--- config.mk ---
export PLATFORM = sky130hd
export DESIGN_NAME = pll_reset_sequencer_flat
export DESIGN_NICKNAME = d
export VERILOG_FILES = /design/src/rtl/pll_reset_sequencer_if.sv /design/src/rtl/pll_reset_sequencer.sv /design/src/flat_wrapper.sv
export SDC_FILE = /design/constraint.sdc
export NUM_CORES = 1
export LEC_CHECK = 0
export CAP_MARGIN = 25
export CELL_PAD_IN_SITES_DETAIL_PLACEMENT = 1
export CELL_PAD_IN_SITES_GLOBAL_PLACEMENT = 1
export CORE_MARGIN = 2
export CORE_UTILIZATION = 39
export DETAILED_ROUTE_END_ITERATION = 7
export PLACE_DENSITY = 0.82
export SLEW_MARGIN = 25
export SYNTH_ARGS = -nofsm -noshare
export SYNTH_HDL_FRONTEND = slang
export SYNTH_SLANG_ARGS = --single-unit
--- constraint.sdc ---
create_clock -name refclk -period 2.1 [get_ports refclk]
set_clock_uncertainty 0.2 [all_clocks]
set_input_delay 0.42 -clock refclk [delete_from_list [all_inputs] [get_ports refclk]]
set_output_delay 0.42 -clock refclk [all_outputs]
set_load 0.005 [all_outputs]
--- src/rtl/pll_reset_sequencer_if.sv ---
// Status and control bundle between the PLL reset sequencer and its surroundings:
// the PLL lock input plus all reset/status outputs of the sequencer.
interface pll_reset_sequencer_if #(
    parameter int RETRY_WIDTH = 8
);
    logic                   locked_in;
    logic                   pll_rst;
    logic                   sys_rst;
    logic                   ready;
    logic                   lock_fail;
    logic [RETRY_WIDTH-1:0] relock_count;
    logic [1:0]             state;

    modport master (
        input  locked_in,
        output pll_rst, sys_rst, ready, lock_fail, relock_count, state
    );

    modport slave (
        output locked_in,
        input  pll_rst, sys_rst, ready, lock_fail, relock_count, state
    );
endinterface

--- src/rtl/pll_reset_sequencer.sv ---
// Brings the PLL out of reset on the free-running reference clock and releases the
// downstream system reset only after the lock has been stable for a full window.
module pll_reset_sequencer #(
    parameter int RST_PULSE_CYCLES    = 16,
    parameter int LOCK_TIMEOUT_CYCLES = 50000,
    parameter int STABLE_CYCLES       = 1024,
    parameter int CNT_WIDTH           = 20,
    parameter int RETRY_WIDTH         = 8
) (
    input  logic                   refclk,
    input  logic                   rst,
    pll_reset_sequencer_if.master  bus
);

    typedef enum logic [1:0] {
        PLL_RST   = 2'd0,
        WAIT_LOCK = 2'd1,
        STABILIZE = 2'd2,
        RUN       = 2'd3
    } state_t;

    localparam logic [CNT_WIDTH-1:0]   RST_LAST     = CNT_WIDTH'(RST_PULSE_CYCLES - 1);
    localparam logic [CNT_WIDTH-1:0]   TIMEOUT_LAST = CNT_WIDTH'(LOCK_TIMEOUT_CYCLES - 1);
    localparam logic [CNT_WIDTH-1:0]   STABLE_LAST  = CNT_WIDTH'(STABLE_CYCLES - 1);
    localparam logic [RETRY_WIDTH-1:0] RELOCK_MAX   = '1;

    state_t                 cur_state;
    state_t                 next_state;
    logic [CNT_WIDTH-1:0]   counter;
    logic [CNT_WIDTH-1:0]   counter_next;
    logic                   sync_meta;
    logic                   locked_s;
    logic                   pll_rst_q;
    logic                   sys_rst_q;
    logic                   ready_q;
    logic                   lock_fail_q;
    logic                   lock_fail_next;
    logic [RETRY_WIDTH-1:0] relock_q;
    logic [RETRY_WIDTH-1:0] relock_next;

    // locked_in comes from the PLL with no relation to refclk
    always_ff @(posedge refclk or posedge rst) begin
        if (rst) begin
            sync_meta <= 1'b0;
            locked_s  <= 1'b0;
        end else begin
            sync_meta <= bus.locked_in;
            locked_s  <= sync_meta;
        end
    end

    always_comb begin
        next_state     = cur_state;
        counter_next   = counter + 1'b1;
        lock_fail_next = lock_fail_q;
        relock_next    = relock_q;
        case (cur_state)
            PLL_RST: begin
                if (counter == RST_LAST) begin
                    next_state   = WAIT_LOCK;
                    counter_next = '0;
                end
            end
            WAIT_LOCK: begin
                if (locked_s) begin
                    next_state   = STABILIZE;
                    counter_next = '0;
                end else if (counter == TIMEOUT_LAST) begin
                    next_state     = PLL_RST;
                    counter_next   = '0;
                    lock_fail_next = 1'b1;
                end
            end
            STABILIZE: begin
                if (!locked_s) begin
                    next_state   = WAIT_LOCK;
                    counter_next = '0;
                end else if (counter == STABLE_LAST) begin
                    next_state   = RUN;
                    counter_next = '0;
                end
            end
            RUN: begin
                counter_next = counter;
                if (!locked_s) begin
                    next_state   = WAIT_LOCK;
                    counter_next = '0;
                    if (relock_q != RELOCK_MAX) begin
                        relock_next = relock_q + 1'b1;
                    end
                end
            end
            default: begin
                next_state   = PLL_RST;
                counter_next = '0;
            end
        endcase
    end

    // Outputs are decoded from the state being entered so they move on the transition edge
    always_ff @(posedge refclk or posedge rst) begin
        if (rst) begin
            cur_state   <= PLL_RST;
            counter     <= '0;
            pll_rst_q   <= 1'b1;
            sys_rst_q   <= 1'b1;
            ready_q     <= 1'b0;
            lock_fail_q <= 1'b0;
            relock_q    <= '0;
        end else begin
            cur_state   <= next_state;
            counter     <= counter_next;
            pll_rst_q   <= (next_state == PLL_RST);
            sys_rst_q   <= (next_state != RUN);
            ready_q     <= (next_state == RUN);
            lock_fail_q <= lock_fail_next;
            relock_q    <= relock_next;
        end
    end

    assign bus.pll_rst      = pll_rst_q;
    assign bus.sys_rst      = sys_rst_q;
    assign bus.ready        = ready_q;
    assign bus.lock_fail    = lock_fail_q;
    assign bus.relock_count = relock_q;
    assign bus.state        = cur_state;

endmodule
--- src/flat_wrapper.sv ---
// flat-port wrapper written by rule: the top's interface ports become plain ports
module pll_reset_sequencer_flat 
#(
    parameter int RST_PULSE_CYCLES    = 16,
    parameter int LOCK_TIMEOUT_CYCLES = 50000,
    parameter int STABLE_CYCLES       = 1024,
    parameter int CNT_WIDTH           = 20,
    parameter int RETRY_WIDTH         = 8
)
  (refclk, rst, bus_locked_in, bus_pll_rst, bus_sys_rst, bus_ready, bus_lock_fail, bus_relock_count, bus_state);
  pll_reset_sequencer_if #(.RETRY_WIDTH(RETRY_WIDTH)) bus_i ();
  input  logic refclk;
  input  logic rst;
  input wire logic [$bits(bus_i.locked_in)-1:0] bus_locked_in;
  output wire logic [$bits(bus_i.pll_rst)-1:0] bus_pll_rst;
  output wire logic [$bits(bus_i.sys_rst)-1:0] bus_sys_rst;
  output wire logic [$bits(bus_i.ready)-1:0] bus_ready;
  output wire logic [$bits(bus_i.lock_fail)-1:0] bus_lock_fail;
  output wire logic [$bits(bus_i.relock_count)-1:0] bus_relock_count;
  output wire logic [$bits(bus_i.state)-1:0] bus_state;
  assign bus_i.locked_in = bus_locked_in;
  assign bus_pll_rst = bus_i.pll_rst;
  assign bus_sys_rst = bus_i.sys_rst;
  assign bus_ready = bus_i.ready;
  assign bus_lock_fail = bus_i.lock_fail;
  assign bus_relock_count = bus_i.relock_count;
  assign bus_state = bus_i.state;
  pll_reset_sequencer #(.RST_PULSE_CYCLES(RST_PULSE_CYCLES), .LOCK_TIMEOUT_CYCLES(LOCK_TIMEOUT_CYCLES), .STABLE_CYCLES(STABLE_CYCLES), .CNT_WIDTH(CNT_WIDTH), .RETRY_WIDTH(RETRY_WIDTH)) u_core (.refclk(refclk), .rst(rst), .bus(bus_i));
endmodule
### Yosys cells after proc, flatten, opt, wreduce, memory -nomap -nowiden

Cells that the tools add are included.

* add/sub/neg operators: 2
* equality and inequality tests: 10
* mux-type cells: 14
* bitwise gates (word level): 1
* reductions and logical operators: 4

Operators by type and width (count)
* 20-bit 2-to-1 mux: 6
* 20-bit case mux with 4 select lines: 1
* 20-bit by 1-bit adder with 20-bit output (second input constant): 1
* 20-bit by 10-bit equality test with 1-bit output (second input constant): 1
* 20-bit by 16-bit equality test with 1-bit output (second input constant): 1
* 20-bit by 4-bit equality test with 1-bit output (second input constant): 1
* 2-bit 2-to-1 mux: 6
* 8-bit by 1-bit adder with 8-bit output (second input constant): 1
* 8-bit != test (second input constant): 1
* 2-bit case mux with 4 select lines: 1
* 2-bit equality test (second input constant): 3
* 3-bit AND reduction: 2
* 2-bit logical NOT: 2
* 2-bit != test (second input constant): 2
* 2-bit by 1-bit equality test with 1-bit output (second input constant): 1
* 1-bit NOT: 1

* register bits: 36
* bits of input ports: 3

### Logic depth before layout (Yosys ltp)

Gate-level depths: netlist of run 1.

* depth after elaboration: 5
* gate-level depth with buffers: 8

### Worst setup path after synthesis of run 1

No wires, ideal clock.

* path kind: register to register
* start: register u_core.counter[4]
* end: register u_core.counter[8]
* library setup time: 119 ps
* data arrival time: 1888 ps
* data required time: 1781 ps
* setup slack: -106 ps
* stages on the path, launching flop included: 8
* path buffers: 2
* period minus slack after synthesis: 2206 ps
* cells stage by stage: dfrtp_1 or3_1 or3_2 o21ai_1 and4_1 buf_6 buf_12 nor2_1

* longest elaborated chain between the ends: 4
* elaborated cells on any way between the ends: 10
* classes of those cells: add/sub: 1; eq/ne: 3; mux: 6

Ends and longest elaborated chain
* start, declared: RTL line pll_reset_sequencer.sv:29 `logic [CNT_WIDTH-1:0] counter;`
* start signal, assigned: RTL line pll_reset_sequencer.sv:112 `counter <= counter_next;`
* 20-bit by 1-bit adder with 20-bit output, or another cell as far along: RTL line pll_reset_sequencer.sv:54 `counter_next = counter + 1'b1;`
* 20-bit 2-to-1 mux, on equally long branches: RTL line pll_reset_sequencer.sv:78, pll_reset_sequencer.sv:68
* 20-bit 2-to-1 mux, on equally long branches: RTL line pll_reset_sequencer.sv:75, pll_reset_sequencer.sv:65
* 20-bit case mux with 4 select lines *: RTL line pll_reset_sequencer.sv:57 `case (cur_state)`

Every way passes the cells marked *; elsewhere a longest branch is shown, timed or not.
A chain may end at the register's enable or synchronous reset.

### Worst setup path after layout of run 1

* start: register u_core.counter[4]
* end: register u_core.counter[3]

* longest elaborated chain between the ends: 4
* elaborated cells on any way between the ends: 9
* classes of those cells: eq/ne: 3; mux: 6

Ends and longest elaborated chain (RTL line)
* 20-bit by 10-bit equality test with 1-bit output or 20-bit by 16-bit equality test with 1-bit output (tied branches): pll_reset_sequencer.sv:78, pll_reset_sequencer.sv:68
* 20-bit 2-to-1 mux, on equally long branches: pll_reset_sequencer.sv:78, pll_reset_sequencer.sv:68
* 20-bit 2-to-1 mux, on equally long branches: pll_reset_sequencer.sv:75, pll_reset_sequencer.sv:65
* 20-bit case mux with 4 select lines *: pll_reset_sequencer.sv:57

Marked as above.

==> flow_metrics.tcl, run 1 <==
set metrics [dict create \
    run_status "finished with violations" \
    violated_checks "setup timing" \
    setup-tns-final_ns -1.62 \
    power.clock.fraction_pct 23.8 \
    cts.reportedPaths.clkPinSlew_ns 0.07 \
    netlist-cell-type-count 33 \
    critPathMaxFanout 7 \
    floorplan.core_area_um2 4290 \
    grt_start_max_net_pins 37 \
    irDropWorstVdd_v 0.000321 \
    finalWeightedCongestion 0.790 \
    rsz_0062_raised_after_global_routing "true" \
    post-synth-top-area-cell "sky130_fd_sc_hd__dfrtp_1" \
    number_of_diodes 0 \
    holdWs_ns 0.160 \
    power.share.combinational_pct 31.5 \
    finalMaxSlewViolations 0 \
    via_per_inst 5.37 \
    number_of_flip_flops_and_latches_in_the_synthesized_netlist 36 \
    async_flop_share_pct 100 \
    worst_slew_pin_slew_ns 0.472 \
    drive_above_1_share_pct 21.6 \
    setup_viol_count_final 19 \
    io-pin-count 17 \
    finalHoldViolCount 0 \
    fp.dieW_um 70.3 \
    grt_antenna_before_repair 0 \
    sequential_share_of_power_pct 44.7 \
    arrival_time_of_the_worst_setup_path_ns 2.16 \
    first_pass_iters 4 \
    first_iter_violations 68 \
    height_of_the_chip_um 70.3 \
    worst_setup_path_start_kind "flip-flop" \
    beginning_of_the_worst_register_to_register_path "u_core.counter[4]" \
    average_cell_area_after_synthesis_um2 10.1 \
    critPathRequiredTime_ns 2.07 \
    fp-row-count 24 \
    combined_area_of_all_synthesized_cells_um2 1710 \
    detail_route.wl_per_cell_um 17.2 \
    drv_cap 0 \
    min_period_over_period_pct 105 \
    globalRouteMet1Util_pct 22.5 \
    hold_path_startpoint "u_core.sync_meta" \
    dp.final_hpwl_mm 3.11 \
    synth_largest_type_area_fraction_pct 49.7 \
    floorplan.initialDensity_pct 39.9 \
    area_growth_syn_to_layout_pct 28.4 \
    synth_edf_count 0 \
    place.port_buffers 16 \
    groute.layer.met2.usage_pct 35.8 \
    slew_headroom_pct 68.5 \
    cts_made_buffers 5 \
    syn_inst 170 \
    period_minus_slack_ns 2.20 \
    synth_commonest_cells "34 x sky130_fd_sc_hd__dfrtp_1, 31 x sky130_fd_sc_hd__nor2_1, 18 x sky130_fd_sc_hd__xor2_1, 13 x sky130_fd_sc_hd__nand2_1" \
    ys_top_cells_by_area "sky130_fd_sc_hd__dfrtp_1 50%, sky130_fd_sc_hd__xor2_1 9.2%, sky130_fd_sc_hd__nor2_1 6.8%" \
    p_sw_share_pct 32.0 \
    max-clock-path-buffers 2 \
    globalRouteOverflowTotal 0 \
    synth.net_count 175 \
    wirelength_mm 4.47 \
    yosysWarningCount 0 \
    gr-usage-met3_pct 4.76 \
    layout.core_utilization_pct 51.2 \
    grt-busiest-layer "met2" \
    fillerInstances 501 \
    switching_power_uw 637 \
    timing.critical_path.from "u_core.counter[4]" \
    grt_pass1_vias 1553 \
    clkLatencyLatePin_ns 0.29 \
    p_int_uw 1350 \
    global_route.usage.total_pct 19.8 \
    cts_max_level 2 \
    post-route-drc-count 0 \
    wire_length_of_the_first_global_routing_pass_mm 7.59 \
    worstHoldPathType "reg -> reg" \
    power.density_cell_area_nw_per_um2 904 \
    number_of_nets_in_the_finished_design 212 \
    critical_path_class "reg -> reg" \
    synthMostInstantiatedCell "sky130_fd_sc_hd__dfrtp_1" \
    fmaxAchievable_mhz 455 \
    power.static_leakage_uw 0.00100 \
    final.setup.worst_slack_ns -0.0983 \
    number_of_clock_sinks 36 \
    ys_seq_area_share_pct 52.8 \
    timing.critical_path.to_type "flip-flop" \
    route.vias.total 1395 \
    postRouteAntennaNets 0 \
    clockRootBuffer "sky130_fd_sc_hd__clkbuf_8" \
    leading_register_cell_type_out_of_synthesis "sky130_fd_sc_hd__dfrtp_1" \
    tritoncts "done" \
    die-area_um2 4940 \
]
## cells in the final DEF, fill, tap and decap left out, types with 6 or more instances in the layout
master                            instances
sky130_fd_sc_hd__xor2_1                  18
sky130_fd_sc_hd__nand2_1                 13
sky130_fd_sc_hd__clkdlybuf4s50_1         16
sky130_fd_sc_hd__buf_4                   17
sky130_fd_sc_hd__nand3_1                 11
sky130_fd_sc_hd__nor2_1                  28
sky130_fd_sc_hd__and3_1                   6
sky130_fd_sc_hd__dfrtp_1                 34
sky130_fd_sc_hd__nand4_1                 11
## final cells by class
class / count / area (um^2) / area share [%]
Clock buffer: 7 / 76.3 / 3.47
Clock inverter: 1 / 5.00 / 0.228
Inverter: 3 / 11.3 / 0.512
Multi-Input combinational cell: 126 / 823 / 37.5
Sequential cell: 36 / 903 / 41.1
Tap cell: 52 / 65.1 / 2.96
Timing Repair Buffer: 35 / 314 / 14.3
## critical path, stage by stage (launching register included)
cell                      delay, ns
sky130_fd_sc_hd__dfrtp_1       0.40
sky130_fd_sc_hd__or3_4         0.40
sky130_fd_sc_hd__or4_4         0.44
sky130_fd_sc_hd__o21ai_4       0.17
sky130_fd_sc_hd__and4_4        0.27
sky130_fd_sc_hd__buf_6         0.15
sky130_fd_sc_hd__nor3_2        0.05
## worst paths after layout
path	end	slack [ns]	cells after the start
max in group asynchronous	u_core.bus.pll_rst	1.00	3
min reg2reg	u_core.locked_s	0.16	0
min	u_core.locked_s	0.16	0
max	u_core.counter[3]	-0.1	6
max reg2reg	u_core.counter[3]	-0.1	6
min in group asynchronous	u_core.counter[19]	0.34	3
## registers in the layout, summed over array words and instances, names as in the netlist
register,cells
u_core.bus.sys_rst,1
u_core.bus.ready,1
u_core.counter,20
u_core.sync_meta,1
u_core.bus.relock_count,8
u_core.locked_s,1
u_core.bus.state,2
u_core.bus.pll_rst,1
u_core.bus.lock_fail,1
## kinds of logic after synthesis
group | Yosys count | share of synthesized area (%)
simple gates | 89 | 25.8
flops | 36 | 52.8
xor+xnor | 23 | 11.8
compound gates | 11 | 4.39
buf+inv | 8 | 3.14
fa+ha+maj | 2 | 1.46
mux | 1 | 0.658
## what timing repair did
item,4_1_cts,5_1_grt
endpoints found under the setup margin,20,21
hold buffers,0,0
buffers inserted,2,1
hold endpoints to repair,0,0
pin swaps,4,2
gates resized for setup,13,4
## metal layers
metal  vias to the layer above  share of wire [%]
met2                        24                 54
li1                        664                  -
met1                       702                 41
met3                         5                3.0
met4                         0                1.3
met5                         -                  0
## metrics by stage
step | instance area, um^2 | worst slack [ns] | power (uW) | instances
after floorplan | 1720 | -0.0824 | 1220 | 170
after global placement | 2030 | -0.00274 | 1390 | 249
after detailed placement | 2030 | -0.146 | 1430 | 249
after CTS | 2180 | -0.0575 | 1990 | 259
after global routing | 2200 | -0.144 | 2100 | 260
final | 2200 | -0.0983 | 1990 | 260
## power groups by stage
stage          clock (uW)  combinational (uW)  sequential, uW
2_1_floorplan           0                 343             878
3_3_place_gp            0                 504             887
3_5_place_dp            0                 534             899
4_1_cts               486                 614             887
5_1_grt               514                 682             903
6_report              474                 625             889
Power figures use the tool's default switching activity.
==> run 2: changes to the inputs <==
--- a/config.mk
+++ b/config.mk
@@ -10,7 +10,9 @@
 export CELL_PAD_IN_SITES_GLOBAL_PLACEMENT = 1
 export CORE_MARGIN = 2
 export CORE_UTILIZATION = 39
+export CTS_BUF_LIST = sky130_fd_sc_hd__clkbuf_16
 export DETAILED_ROUTE_END_ITERATION = 7
+export GPL_TIMING_DRIVEN = 0
 export PLACE_DENSITY = 0.82
 export SLEW_MARGIN = 25
 export SYNTH_ARGS = -nofsm -noshare
==> flow_metrics.tcl, run 2 (synthesized netlist as in run 1, its figures left out) <==
set metrics [dict create \
    run_status "finished with violations" \
    violated_checks "setup timing" \
    setup-tns-final_ns -3.90 \
    finalWeightedCongestion 0.753 \
    holdWs_ns 0.158 \
    finalMaxSlewViolations 0 \
    rsz_0062_raised_after_global_routing "true" \
    irDropWorstVdd_v 0.000428 \
    first_pass_iters 4 \
    final.setup.worst_slack_ns -0.243 \
    min_period_over_period_pct 112 \
    grt_antenna_before_repair 0 \
    power.clock.fraction_pct 28.8 \
    worstHoldPathType "reg -> reg" \
    fp-row-count 24 \
    top_register "u_core.counter" \
    number_of_diodes 0 \
    clockRootBuffer "sky130_fd_sc_hd__clkbuf_16" \
    drive_above_1_share_pct 24.4 \
    die-area_um2 4940 \
    via_per_inst 5.53 \
    setup.worst_path.end "u_core.counter[6]" \
    beginning_of_the_worst_register_to_register_path "u_core.counter[12]" \
    slew_headroom_pct 50.1 \
    power.share.combinational_pct 34.6 \
    io-pin-count 17 \
    timing.critical_path.to_type "flip-flop" \
    first_iter_violations 60 \
    wirelength_mm 4.83 \
    area_growth_syn_to_layout_pct 33.6 \
    power.density_cell_area_nw_per_um2 1070 \
    setup_viol_count_final 21 \
    power.static_leakage_uw 0.00102 \
    tritoncts "done" \
    r2r_cells 7 \
    max-clock-path-buffers 2 \
    detail_route.wl_per_cell_um 18.8 \
    floorplan.initialDensity_pct 39.9 \
    hold_buffers 0 \
    cts_made_buffers 5 \
    critical_path_class "reg -> reg" \
    period_minus_slack_ns 2.34 \
    final_design_area_excluding_fillers_um2 2290 \
    timing.critical_path.from "u_core.counter[12]" \
    fp.dieW_um 70.3 \
    drv_cap 0 \
    critPathRequiredTime_ns 2.06 \
    final_common_cell "sky130_fd_sc_hd__dfrtp_1" \
    cts.reportedPaths.clkPinSlew_ns 0.06 \
    finalHoldViolCount 0 \
    place.port_buffers 16 \
    height_of_the_chip_um 70.3 \
    worst_slack_after_detailed_placement_ns -0.290 \
    p_sw_share_pct 30.7 \
    placed_area_um2 1950 \
    global_route.usage.total_pct 18.6 \
    number_of_nets_in_the_finished_design 209 \
    grt_start_max_net_pins 37 \
    p_int_uw 1700 \
    postRouteAntennaNets 0 \
    grt_pass1_vias 1489 \
    clkLatencyLatePin_ns 0.28 \
    switching_power_uw 754 \
    route.vias.total 1420 \
    flip_flop_count_of_the_largest_register_after_layout 20 \
    endpoint_of_the_worst_register_to_register_path "u_core.counter[6]" \
    worst-r2r-setup-slack_ns -0.24 \
    fillerInstances 467 \
    number_of_clock_sinks 36 \
    dp.final_hpwl_mm 2.77 \
    fmaxAchievable_mhz 427 \
    layout.core_utilization_pct 53.2 \
    sequential_share_of_power_pct 36.6 \
    cts_max_level 2 \
    globalRouteOverflowTotal 0 \
    critPathMaxFanout 7 \
    arrival_time_of_the_worst_setup_path_ns 2.31 \
    worst_slew_pin_slew_ns 0.747 \
    final_cell_mix "33 x sky130_fd_sc_hd__dfrtp_1, 20 x sky130_fd_sc_hd__nor2_1, 18 x sky130_fd_sc_hd__xor2_1" \
    worst_setup_path_start_kind "flip-flop" \
    post-route-drc-count 0 \
    wire_length_of_the_first_global_routing_pass_mm 7.14 \
    floorplan.core_area_um2 4290 \
]
==> run 2: changes by cell type in the layout (fill, tap and decap cells not counted), sizes merged <==
cell	change
inv	+2
clkbuf	+1
buf	-6
==> run 2: layout make-up <==
cell class	instances	area [um^2]	share of cell area (%)
well taps	52	65.1	2.85
repair buffers	28	280	12.3
flip-flops and latches	36	905	39.6
clock inverters	3	12.5	0.547
plain buffers	4	38.8	1.70
inverters	3	11.3	0.493
multi-input cells	126	848	37.1
clock buffers	5	125	5.47
==> run 2: worst max-delay path, stage by stage, from the launching register on <==
cell and delay [ns]:
sky130_fd_sc_hd__dfrtp_1 0.44, sky130_fd_sc_hd__nor4_1 0.48, sky130_fd_sc_hd__nand4_1 0.26, sky130_fd_sc_hd__o21ai_2 0.22, sky130_fd_sc_hd__and4_1 0.25, sky130_fd_sc_hd__buf_6 0.17
sky130_fd_sc_hd__clkbuf_16 0.15, sky130_fd_sc_hd__nor2_1 0.05
==> run 2: how the worst min path moves through the flow <==
| stage | from | end | depth (start not counted) |
|---|---|---|---|
| 5_1_grt | u_core.sync_meta | u_core.locked_s | 0 |
| 3_3_place_gp | u_core.sync_meta | u_core.locked_s | 0 |
| 4_1_cts | u_core.sync_meta | u_core.locked_s | 0 |
| 2_1_floorplan | u_core.sync_meta | u_core.locked_s | 0 |
| 6_report | u_core.sync_meta | u_core.locked_s | 0 |
| 3_5_place_dp | u_core.sync_meta | u_core.locked_s | 0 |
==> run 2: what timing repair did <==
| action | in CTS | in global routing |
|---|---|---|
| resized for setup | 13 | 11 |
| setup buffers | 7 | 4 |
| pin swaps | 2 | 5 |
| cloned | 0 | 1 |
| setup endpoints to repair | 21 | 21 |
==> run 2: power groups by stage <==
stage / Sequential, uW / Combinational [uW] / Clock [uW]
2_1_floorplan: 878 / 343 / 0
5_1_grt: 916 / 908 / 751
3_5_place_dp: 889 / 565 / 0
3_3_place_gp: 880 / 536 / 0
6_report: 899 / 849 / 706
4_1_cts: 883 / 698 / 704
==> run 2: per-layer routing <==
| layer | GRT usage [%] | routed length (um) |
|---|---|---|
| met1 | 21.8 | 1890 |
| met4 | 6.62 | 119 |
| met5 | 0 | 0 |
| met2 | 32.3 | 2650 |
| met3 | 5.19 | 165 |
==> run 2: per-stage QoR <==
step | instances | total power [uW]
after floorplan | 170 | 1220
after global placement | 238 | 1420
after detailed placement | 238 | 1450
after CTS | 253 | 2290
after global routing | 257 | 2570
final | 257 | 2450
